==> src/rtl/types_pkg.sv <==
// -----------------------------------------------------------------------------
// types_pkg
// Shared sizes and types for the rename-stage free list.
//   NUM_PREGS  : physical registers (7-bit preg ids)
//   NUM_AREGS  : architectural registers; pregs 0..NUM_AREGS-1 are mapped at reset
//   ROB_DEPTH  : checkpoint slots, one per ROB tag
//   INIT_FREE  : pregs free after reset (NUM_PREGS - NUM_AREGS)
// -----------------------------------------------------------------------------
package types_pkg;

  localparam int NUM_PREGS = 128;
  localparam int NUM_AREGS = 32;
  localparam int ROB_DEPTH = 16;
  localparam int INIT_FREE = NUM_PREGS - NUM_AREGS;

  typedef logic [6:0] preg_t;
  typedef logic [4:0] rob_tag_t;
  typedef logic [7:0] fl_ptr_t;
  typedef logic [3:0] ckpt_idx_t;

endpackage

==> src/rtl/free_list_ckpt.sv <==
// -----------------------------------------------------------------------------
// free_list_ckpt
// Per-ROB-tag snapshot of the free-list read pointer. ROB_DEPTH x 8-bit
// register file, one synchronous write port, one asynchronous read port.
// All slots clear to 0 on reset.
// Ports:
//   clk, reset  : clock, asynchronous active-high reset
//   wr_en_i     : write slot wr_idx_i with wr_data_i at the clock edge
//   wr_idx_i    : write slot index
//   wr_data_i   : read pointer to store
//   rd_idx_i    : read slot index
//   rd_data_o   : stored read pointer (combinational)
// -----------------------------------------------------------------------------
module free_list_ckpt
  import types_pkg::*;
(
  input  logic       clk,
  input  logic       reset,
  input  logic       wr_en_i,
  input  logic [3:0] wr_idx_i,
  input  logic [7:0] wr_data_i,
  input  logic [3:0] rd_idx_i,
  output logic [7:0] rd_data_o
);

  logic [7:0] ckpt_q [ROB_DEPTH];

  always_ff @(posedge clk or posedge reset) begin
    if (reset) begin
      for (int i = 0; i < ROB_DEPTH; i++) begin
        ckpt_q[i] <= '0;
      end
    end else if (wr_en_i) begin
      ckpt_q[wr_idx_i] <= wr_data_i;
    end
  end

  assign rd_data_o = ckpt_q[rd_idx_i];

endmodule

==> src/rtl/free_list.sv <==
// -----------------------------------------------------------------------------
// free_list
// Physical-register free list for the rename stage. A circular FIFO of
// NUM_PREGS preg ids: rename pops the head, ROB retire pushes preg_old back,
// and a mispredict rewinds the read pointer to the checkpoint taken when the
// branch's ROB tag was allocated.
//
// Optional feature (macro FREE_LIST_BYPASS_EN): when the list is empty and a
// retire frees a preg in the same cycle, that preg is offered on preg_new
// immediately, and a pop in that cycle takes it without touching storage.
//
// Ports:
//   clk, reset      : clock, asynchronous active-high reset
//   pop_en          : rename consumes the head preg this cycle
//   preg_new        : head preg offered to rename
//   preg_valid      : preg_new is valid
//   rob_write_en    : ROB allocation this cycle (takes a checkpoint)
//   rob_tag         : ROB tag being allocated
//   valid_retired   : retire pulse; preg_old is returned to the list
//   preg_old        : preg freed by retire (preg 0 is never freed)
//   mispredict      : rewind read pointer to checkpoint of mispredict_tag
//   mispredict_tag  : tag of the mispredicted branch
//   empty           : no free pregs
//   count           : number of free pregs
//   overflow_err    : sticky; a push arrived while count was NUM_PREGS-NUM_AREGS
// -----------------------------------------------------------------------------
module free_list
  import types_pkg::*;
(
  input  logic       clk,
  input  logic       reset,
  input  logic       pop_en,
  output logic [6:0] preg_new,
  output logic       preg_valid,
  input  logic       rob_write_en,
  input  logic [4:0] rob_tag,
  input  logic       valid_retired,
  input  logic [6:0] preg_old,
  input  logic       mispredict,
  input  logic [4:0] mispredict_tag,
  output logic       empty,
  output logic [7:0] count,
  output logic       overflow_err
);

  // Handshake: preg_valid is the offer, pop_en is the take. A preg is
  // consumed only on a cycle where both are high and no mispredict is
  // flushing; pop_en while preg_valid is low is ignored without error.

  logic [6:0] mem_q [NUM_PREGS];
  logic [7:0] rd_ptr_q, rd_ptr_d;
  logic [7:0] wr_ptr_q, wr_ptr_d;
  logic [7:0] rd_ptr_adv;
  logic [7:0] ckpt_rd_data;
  logic [7:0] count_w;
  logic       empty_w;
  logic       push_req;
  logic       bypass_hit;
  logic       bypass_take;
  logic       pop_fire;
  logic       push_fire;
  logic       ckpt_wr_en;
  logic       overflow_q;
  logic       unused_tag_msbs;

  // Only the low 4 tag bits select a checkpoint slot.
  assign unused_tag_msbs = rob_tag[4] ^ mispredict_tag[4];

  // Pointers carry a wrap bit, so the 8-bit difference is the free count.
  assign count_w  = wr_ptr_q - rd_ptr_q;
  assign empty_w  = (count_w == 8'd0);
  assign push_req = valid_retired && (preg_old != '0);

`ifdef FREE_LIST_BYPASS_EN
  assign bypass_hit = empty_w && push_req;
`else
  assign bypass_hit = 1'b0;
`endif

  // A bypassed preg handed straight to rename never enters storage.
  assign bypass_take = bypass_hit && pop_en && !mispredict;
  assign pop_fire    = pop_en && !empty_w && !mispredict;
  assign push_fire   = push_req && !bypass_take;

  // Checkpoint holds the pointer after this cycle's pop so the branch's own
  // destination stays allocated after recovery.
  assign rd_ptr_adv = rd_ptr_q + {7'd0, pop_fire};
  assign ckpt_wr_en = rob_write_en && !mispredict;

  free_list_ckpt u_ckpt (
    .clk       (clk),
    .reset     (reset),
    .wr_en_i   (ckpt_wr_en),
    .wr_idx_i  (rob_tag[3:0]),
    .wr_data_i (rd_ptr_adv),
    .rd_idx_i  (mispredict_tag[3:0]),
    .rd_data_o (ckpt_rd_data)
  );

  always_comb begin
    rd_ptr_d = rd_ptr_adv;
    wr_ptr_d = wr_ptr_q + {7'd0, push_fire};
    // Recovery frees flushed pops by rewinding; the write side is untouched.
    if (mispredict) begin
      rd_ptr_d = ckpt_rd_data;
    end
  end

  always_ff @(posedge clk or posedge reset) begin
    if (reset) begin
      rd_ptr_q   <= '0;
      wr_ptr_q   <= 8'(INIT_FREE);
      overflow_q <= 1'b0;
    end else begin
      rd_ptr_q <= rd_ptr_d;
      wr_ptr_q <= wr_ptr_d;
      if (push_req && (count_w == 8'(INIT_FREE))) begin
        overflow_q <= 1'b1;
      end
    end
  end

  // Storage: entries 0..INIT_FREE-1 start out holding the unmapped pregs.
  always_ff @(posedge clk or posedge reset) begin
    if (reset) begin
      for (int i = 0; i < NUM_PREGS; i++) begin
        mem_q[i] <= (i < INIT_FREE) ? preg_t'(i + NUM_AREGS) : '0;
      end
    end else if (push_fire) begin
      mem_q[wr_ptr_q[6:0]] <= preg_old;
    end
  end

  assign preg_new     = bypass_hit ? preg_old : mem_q[rd_ptr_q[6:0]];
  assign preg_valid   = bypass_hit || !empty_w;
  assign empty        = empty_w;
  assign count        = count_w;
  assign overflow_err = overflow_q;

endmodule

==> config.mk <==
export PLATFORM = sky130hd
export DESIGN_NAME = free_list
export DESIGN_NICKNAME = d
export VERILOG_FILES = /design/src/rtl/types_pkg.sv /design/src/rtl/free_list_ckpt.sv /design/src/rtl/free_list.sv
export SDC_FILE = /design/constraint.sdc
export NUM_CORES = 2
export LEC_CHECK = 0
export ABC_AREA = 1
export CELL_PAD_IN_SITES_DETAIL_PLACEMENT = 1
export CELL_PAD_IN_SITES_GLOBAL_PLACEMENT = 2
export CORE_MARGIN = 3
export CORE_UTILIZATION = 35
export DETAILED_ROUTE_END_ITERATION = 12
export GPL_TIMING_DRIVEN = 1
export PLACE_DENSITY_LB_ADDON = 0.1
export SLEW_MARGIN = 25
export SYNTH_ARGS = -nofsm -noshare
export SYNTH_HDL_FRONTEND = slang
export SYNTH_SLANG_ARGS = --single-unit
==> constraint.sdc <==
create_clock -name clk -period 35.7 [get_ports clk]
set_input_delay 7.14 -clock clk [delete_from_list [all_inputs] [get_ports clk]]
set_output_delay 7.14 -clock clk [all_outputs]
set_load 0.01 [all_outputs]
Word-level counts from Yosys, hierarchy flattened
Cells that the tools add are included.
Operators by class
  add/subtract/negate cells: 3
  magnitude comparators: 6
  equal/unequal tests: 1
  mux-type cells: 13
  bitwise operators: 4
  reductions and logical operators: 11
Operators with widths (number)
  bitwise mux 896 bit: 1
  bitwise mux 128 bit: 1
  binary-select mux 7 bit (select 7 bit): 1
  demux 7 bit (select 7 bit): 1
  binary-select mux 8 bit (select 4 bit): 1
  demux 8 bit (select 4 bit): 1
  two-way mux 8 bit: 4
  two-way mux 7 bit: 3
  adder 8 x 1 -> 8 bit: 2
  greater-or-equal comparator 8 bit (second input constant): 2
  inverter 7 -> 8 bit: 2
  greater-or-equal comparator 5 bit (second input constant): 2
  inverter 4 -> 5 bit: 2
  == test 8 x 7 -> 1 bit (second input constant): 1
  logical NOT 8 bit: 1
  < comparator 8 x 1 -> 1 bit (second input constant): 1
  subtractor 8 bit: 1
  logical AND 1 bit: 7
  nonzero test 7 bit: 1
  < comparator 5 x 1 -> 1 bit (second input constant): 1
  logical NOT 1 bit: 2
Storage, ports and cells
  bits in registers: 1041
  word-level logic and storage cells: 185

Depth between registers and ports, before layout
  depth in word-level cells: 7
  mapped depth: 22

Hierarchy
Synthesis repeated with hierarchy kept, for this count alone.
Unflattened totals
  cells, all modules: 6970
  area, all modules: 52266.4 sq um
Modules (own cells, without submodules)
  free_list: times used 1, cells each 6132, area each 46019.1 sq um, seq. area each 23309.9 sq um
  free_list_ckpt: times used 1, cells each 838, area each 6247.2 sq um, seq. area each 3203.1 sq um

Least setup slack after synthesis
Ideal clock, no wire load.
  path kind: register to output
  start: register rd_ptr_q[3]
  end: output port empty
  arrival time: 2.322 ns
  path slack: 26.238 ns
  stages on the path, launching flop included: 12
  cell sequence: dfrtp_1 inv_2 clkbuf_1 clkbuf_1 ha_1 a21oi_1 nand2_1 a31oi_1 xor2_1 nor2_1 nand2_1 inv_1
On the way
  word-level cells in the longest chain between the ends: 2
Ends and longest elaborated chain
  start: declaration: RTL line free_list.sv:51  | logic [7:0] rd_ptr_q, rd_ptr_d;
  start signal: assignment: RTL line free_list.sv:115  | rd_ptr_q <= rd_ptr_d;
  subtractor 8 bit: RTL line free_list.sv:70  | assign count_w = wr_ptr_q - rd_ptr_q;
  via count[6]: RTL line free_list.sv:42  | output logic [7:0] count,
  logical NOT 8 bit: RTL line free_list.sv:71  | assign empty_w = (count_w == 8'd0);
  end: declaration: RTL line free_list.sv:41  | output logic empty,
The timed path passes the listed nets, and every way through them passes these cells.

Worst setup path after layout
  start: register rd_ptr_q[0]
  end: output port preg_new[4]
On the way
  word-level cells in the longest chain between the ends: 4
Ends and longest elaborated chain
  inverter 7 -> 8 bit (implied by the code): RTL line free_list.sv:134  | assign preg_new = bypass_hit ? preg_old : mem_q[rd_ptr_q[6:0]];
  binary-select mux 7 bit (select 7 bit): RTL line free_list.sv:134
  two-way mux 7 bit (implied by the code) (2 in a row): RTL line free_list.sv:134
  end: declaration: RTL line free_list.sv:33  | output logic [6:0] preg_new,
Every way passes these cells. The select of a mux whose other input is x is not followed.

==> flow_summary.yaml <==
min_path:
  min_path_cells: 2
  hp-class: "reg2reg"
  holdCritStartpoint: "overflow_err"
  min_to: "overflow_err"
worst_setup_path:
  critPathLaunchType: "register"
  crit_chain: "inv_16, buf_12, buf_4, nand2_1, nand2_1, nand2_1, nand2_1, nand2_1, nand2_1, inv_1, nand2_1, nand2_1, nand3_1, nor2_1, nor2_1, clkdlybuf4s50_1"
  cpPeakStageDelay_ps: 820
  reg2reg_slack_ps: 29740
  r2r-start: "rd_ptr_q[1]"
  crit_arrival_ps: 5950
  cp_data_required_time_ps: 28560
  crit_family: "buffers and inverters"
  critPathKind: "reg2out"
  crit_fanout: 155
  crit_path_end_kind: "output port"
  crit_path_frequent_cell: "nand2_1"
  worstRegToRegCells: 14
  cpMaxStageDelayCell: "dfrtp_4"
  cp_num_buf_inv: 5
  timing.rr.end: "u_ckpt.ckpt_q[98]"
cts:
  hold_buffers: 0
  cts_made_buffers: 134
  ctsLongestPathBuffers: 3
  cts-root-buf: "clkbuf_16"
  cts_resized: 0
  h-tree-depth: 4
  clock_latency_ps: 760
  post-cts-setup-buffers: 0
  cts_tree: "built"
  numClockSinks: 1041
  cts.reportedPaths.clkPinSlew_ps: 60
die:
  die-area_um2: 148000
  io_pins: 41
  die-width_um: 385
  die_h_um: 385
  core_um2: 142000
  rows: 138
  initial_core_util: 0.354
timing:
  skew_ps: 25.0
  rsz0062_at_grt: "no"
  timing.final.crit_share: 0.367
  timing.final.ws_setup_ps: 22610
  hold_viol: 0
  slew-limit-headroom: 0.311
  setup_viol: 0
  clock.fmax_mhz: 76.4
  min_period_ps: 13090
  fin_tns_setup_ps: 0
  tightest_slew_ps: 1030
  slew_viol_final: 0
routing:
  drt_first_pass_iters: 5
  ant_nets: 0
  wl_per_cell_um: 20.6
  vias_per_cell: 5.03
  drtIter0Drc: 2416
  routed_wl_um: 170000
  num_vias: 41600
  drc_errors: 0
placed_design:
  port-buffer-count: 38
  pre_cts_ws_ps: 23420
  hpwl_um: 97100
  gp_congestion: 0.751
synthesis:
  synth_cell_types: 40
  async_flop_share: 1.00
  syn_avg_cell_area_um2: 7.74
  netlist_area_um2: 50300
  synth_cells: 6498
  synth-seq-cells: 1041
  synth_flop_cell: "dfrtp_1"
  synth_fp_nets: 6533
  ys_seq_area_frac: 0.527
  ys_warn_count: 0
  synth_enable_flop_cells: 0
global_route:
  grt.total_usage: 0.233
  grt_pass1_vias: 42400
  antenna_found_initial: 5
  grt_first_pass_wirelength_um: 266000
  overflow: 0
  grt_max_degree: 161
power_and_ir_drop:
  cellLeakagePower_nw: 24.6
  total_power_mw: 3.97
  pwr-share-clk: 0.338
  vdd_ir_drop_max_v: 0.0000445
  p_sw_mw: 1.33
  internal_power_mw: 2.64
  p_per_area_nw_per_um2: 71.2
  swShare: 0.335
  seqPwrFrac: 0.420
  pwr-share-comb: 0.242
finish:
  layout-drive-gt1-share: 0.110
  layout_commonest_cell: "nand2_1"
  final_cell_mix: "nand2_1, o21ai_0, dfrtp_1, nor2_1, nand3_1"
  final_nets: 6301
  area_growth_pct: 11.0
run:
  maxCapViolations: 0
status:
  status: "completed"
worst max path at each step:
stage	from	endpoint	slack, ps	depth (start not counted)
after floorplan	reset	mem_q[0]	14510	1
after global placement	rd_ptr_q[0]	preg_new[4]	23390	16
after detailed placement	rd_ptr_q[0]	preg_new[4]	23420	16
after CTS	rd_ptr_q[0]	preg_new[4]	22570	16
after global routing	rd_ptr_q[0]	preg_new[4]	22260	16
final	rd_ptr_q[0]	preg_new[4]	22610	16
stage by stage:
step	instance area, um^2	util	instances	hold slack [ps]
6_report	55800	0.393	8264	467
5_1_grt	55800	0.393	8263	481
4_1_cts	55700	0.392	8262	471
3_5_place_dp	51400	0.362	8019	459
3_3_place_gp	51400	0.362	8019	455
2_1_floorplan	50300	-	6498	448
synthesized netlist by cell type, types with 8 or more instances:
master | n | area share
a21oi_1 | 22 | 0.0022
buf_1 | 30 | 0.0022
buf_2 | 165 | 0.016
buf_4 | 20 | 0.0030
buf_6 | 18 | 0.0040
clkbuf_1 | 230 | 0.017
dfrtp_1 | 671 | 0.33
dfstp_2 | 370 | 0.19
ha_1 | 11 | 0.0027
inv_1 | 394 | 0.029
inv_2 | 8 | 0.00060
nand2_1 | 2263 | 0.17
nand2_2 | 18 | 0.0022
nand2_4 | 16 | 0.0036
nand3_1 | 396 | 0.039
nor2_1 | 497 | 0.037
nor2_2 | 11 | 0.0014
nor2_4 | 10 | 0.0022
o211ai_1 | 15 | 0.0022
o21ai_0 | 913 | 0.091
o21ai_1 | 341 | 0.034
o21ai_2 | 13 | 0.0023
o221ai_1 | 12 | 0.0021
xor2_1 | 13 | 0.0023
power by group through the flow:
stage / clock network, mW / registers [mW] / logic [mW]
after floorplan: 0 / 1.64 / 0.672
after global placement: 0 / 1.67 / 0.955
after detailed placement: 0 / 1.68 / 0.973
after CTS: 1.38 / 1.67 / 0.979
after global routing: 1.44 / 1.70 / 1.10
final: 1.34 / 1.67 / 0.961
metal layers:
layer  vias to the layer above  GRT usage  wire length (um)
met1                     20700      0.343             86000
li1                      20200          -                 -
met4                         0     0.0519              3020
met3                       173     0.0297              5130
met5                         -          0                 0
met2                       475      0.363             76100
worst min-delay path: cells and delay by family (launching register included):
kind,cells,cell delay [ps]
DFF,1,340
buffers and inverters,1,40
and+or+nand+nor,1,50
flip-flops by register name, summed over array words and instances (netlist names):
register / cells
mem_q: 896
overflow_err: 1
rd_ptr_q: 8
u_ckpt.ckpt_q: 128
wr_ptr_q: 8
final cells by class:
cell class,instances,area [um^2]
Clock inverter,12,189
Clock buffer,231,4120
Timing Repair Buffer,98,928
Multi-Input combinational cell,4584,20100
Sequential cell,1041,26500
Antenna cell,1,2.50
Fill cell,17200,86300
Inverter,407,1590
Tap cell,1890,2360
cell families (layout without fill, tap and decap cells):
family | after synthesis | after routing | synth area share
simple gates | 3230 | 3230 | 0.258
flops | 1041 | 1041 | 0.527
buf+inv | 873 | 748 | 0.0738
other cells | 0 | 1 | 0
xor+xnor | 16 | 16 | 0.00279
fa+ha+maj | 12 | 12 | 0.00314
compound gates | 1326 | 1326 | 0.135
Power figures use the tool's default switching activity.
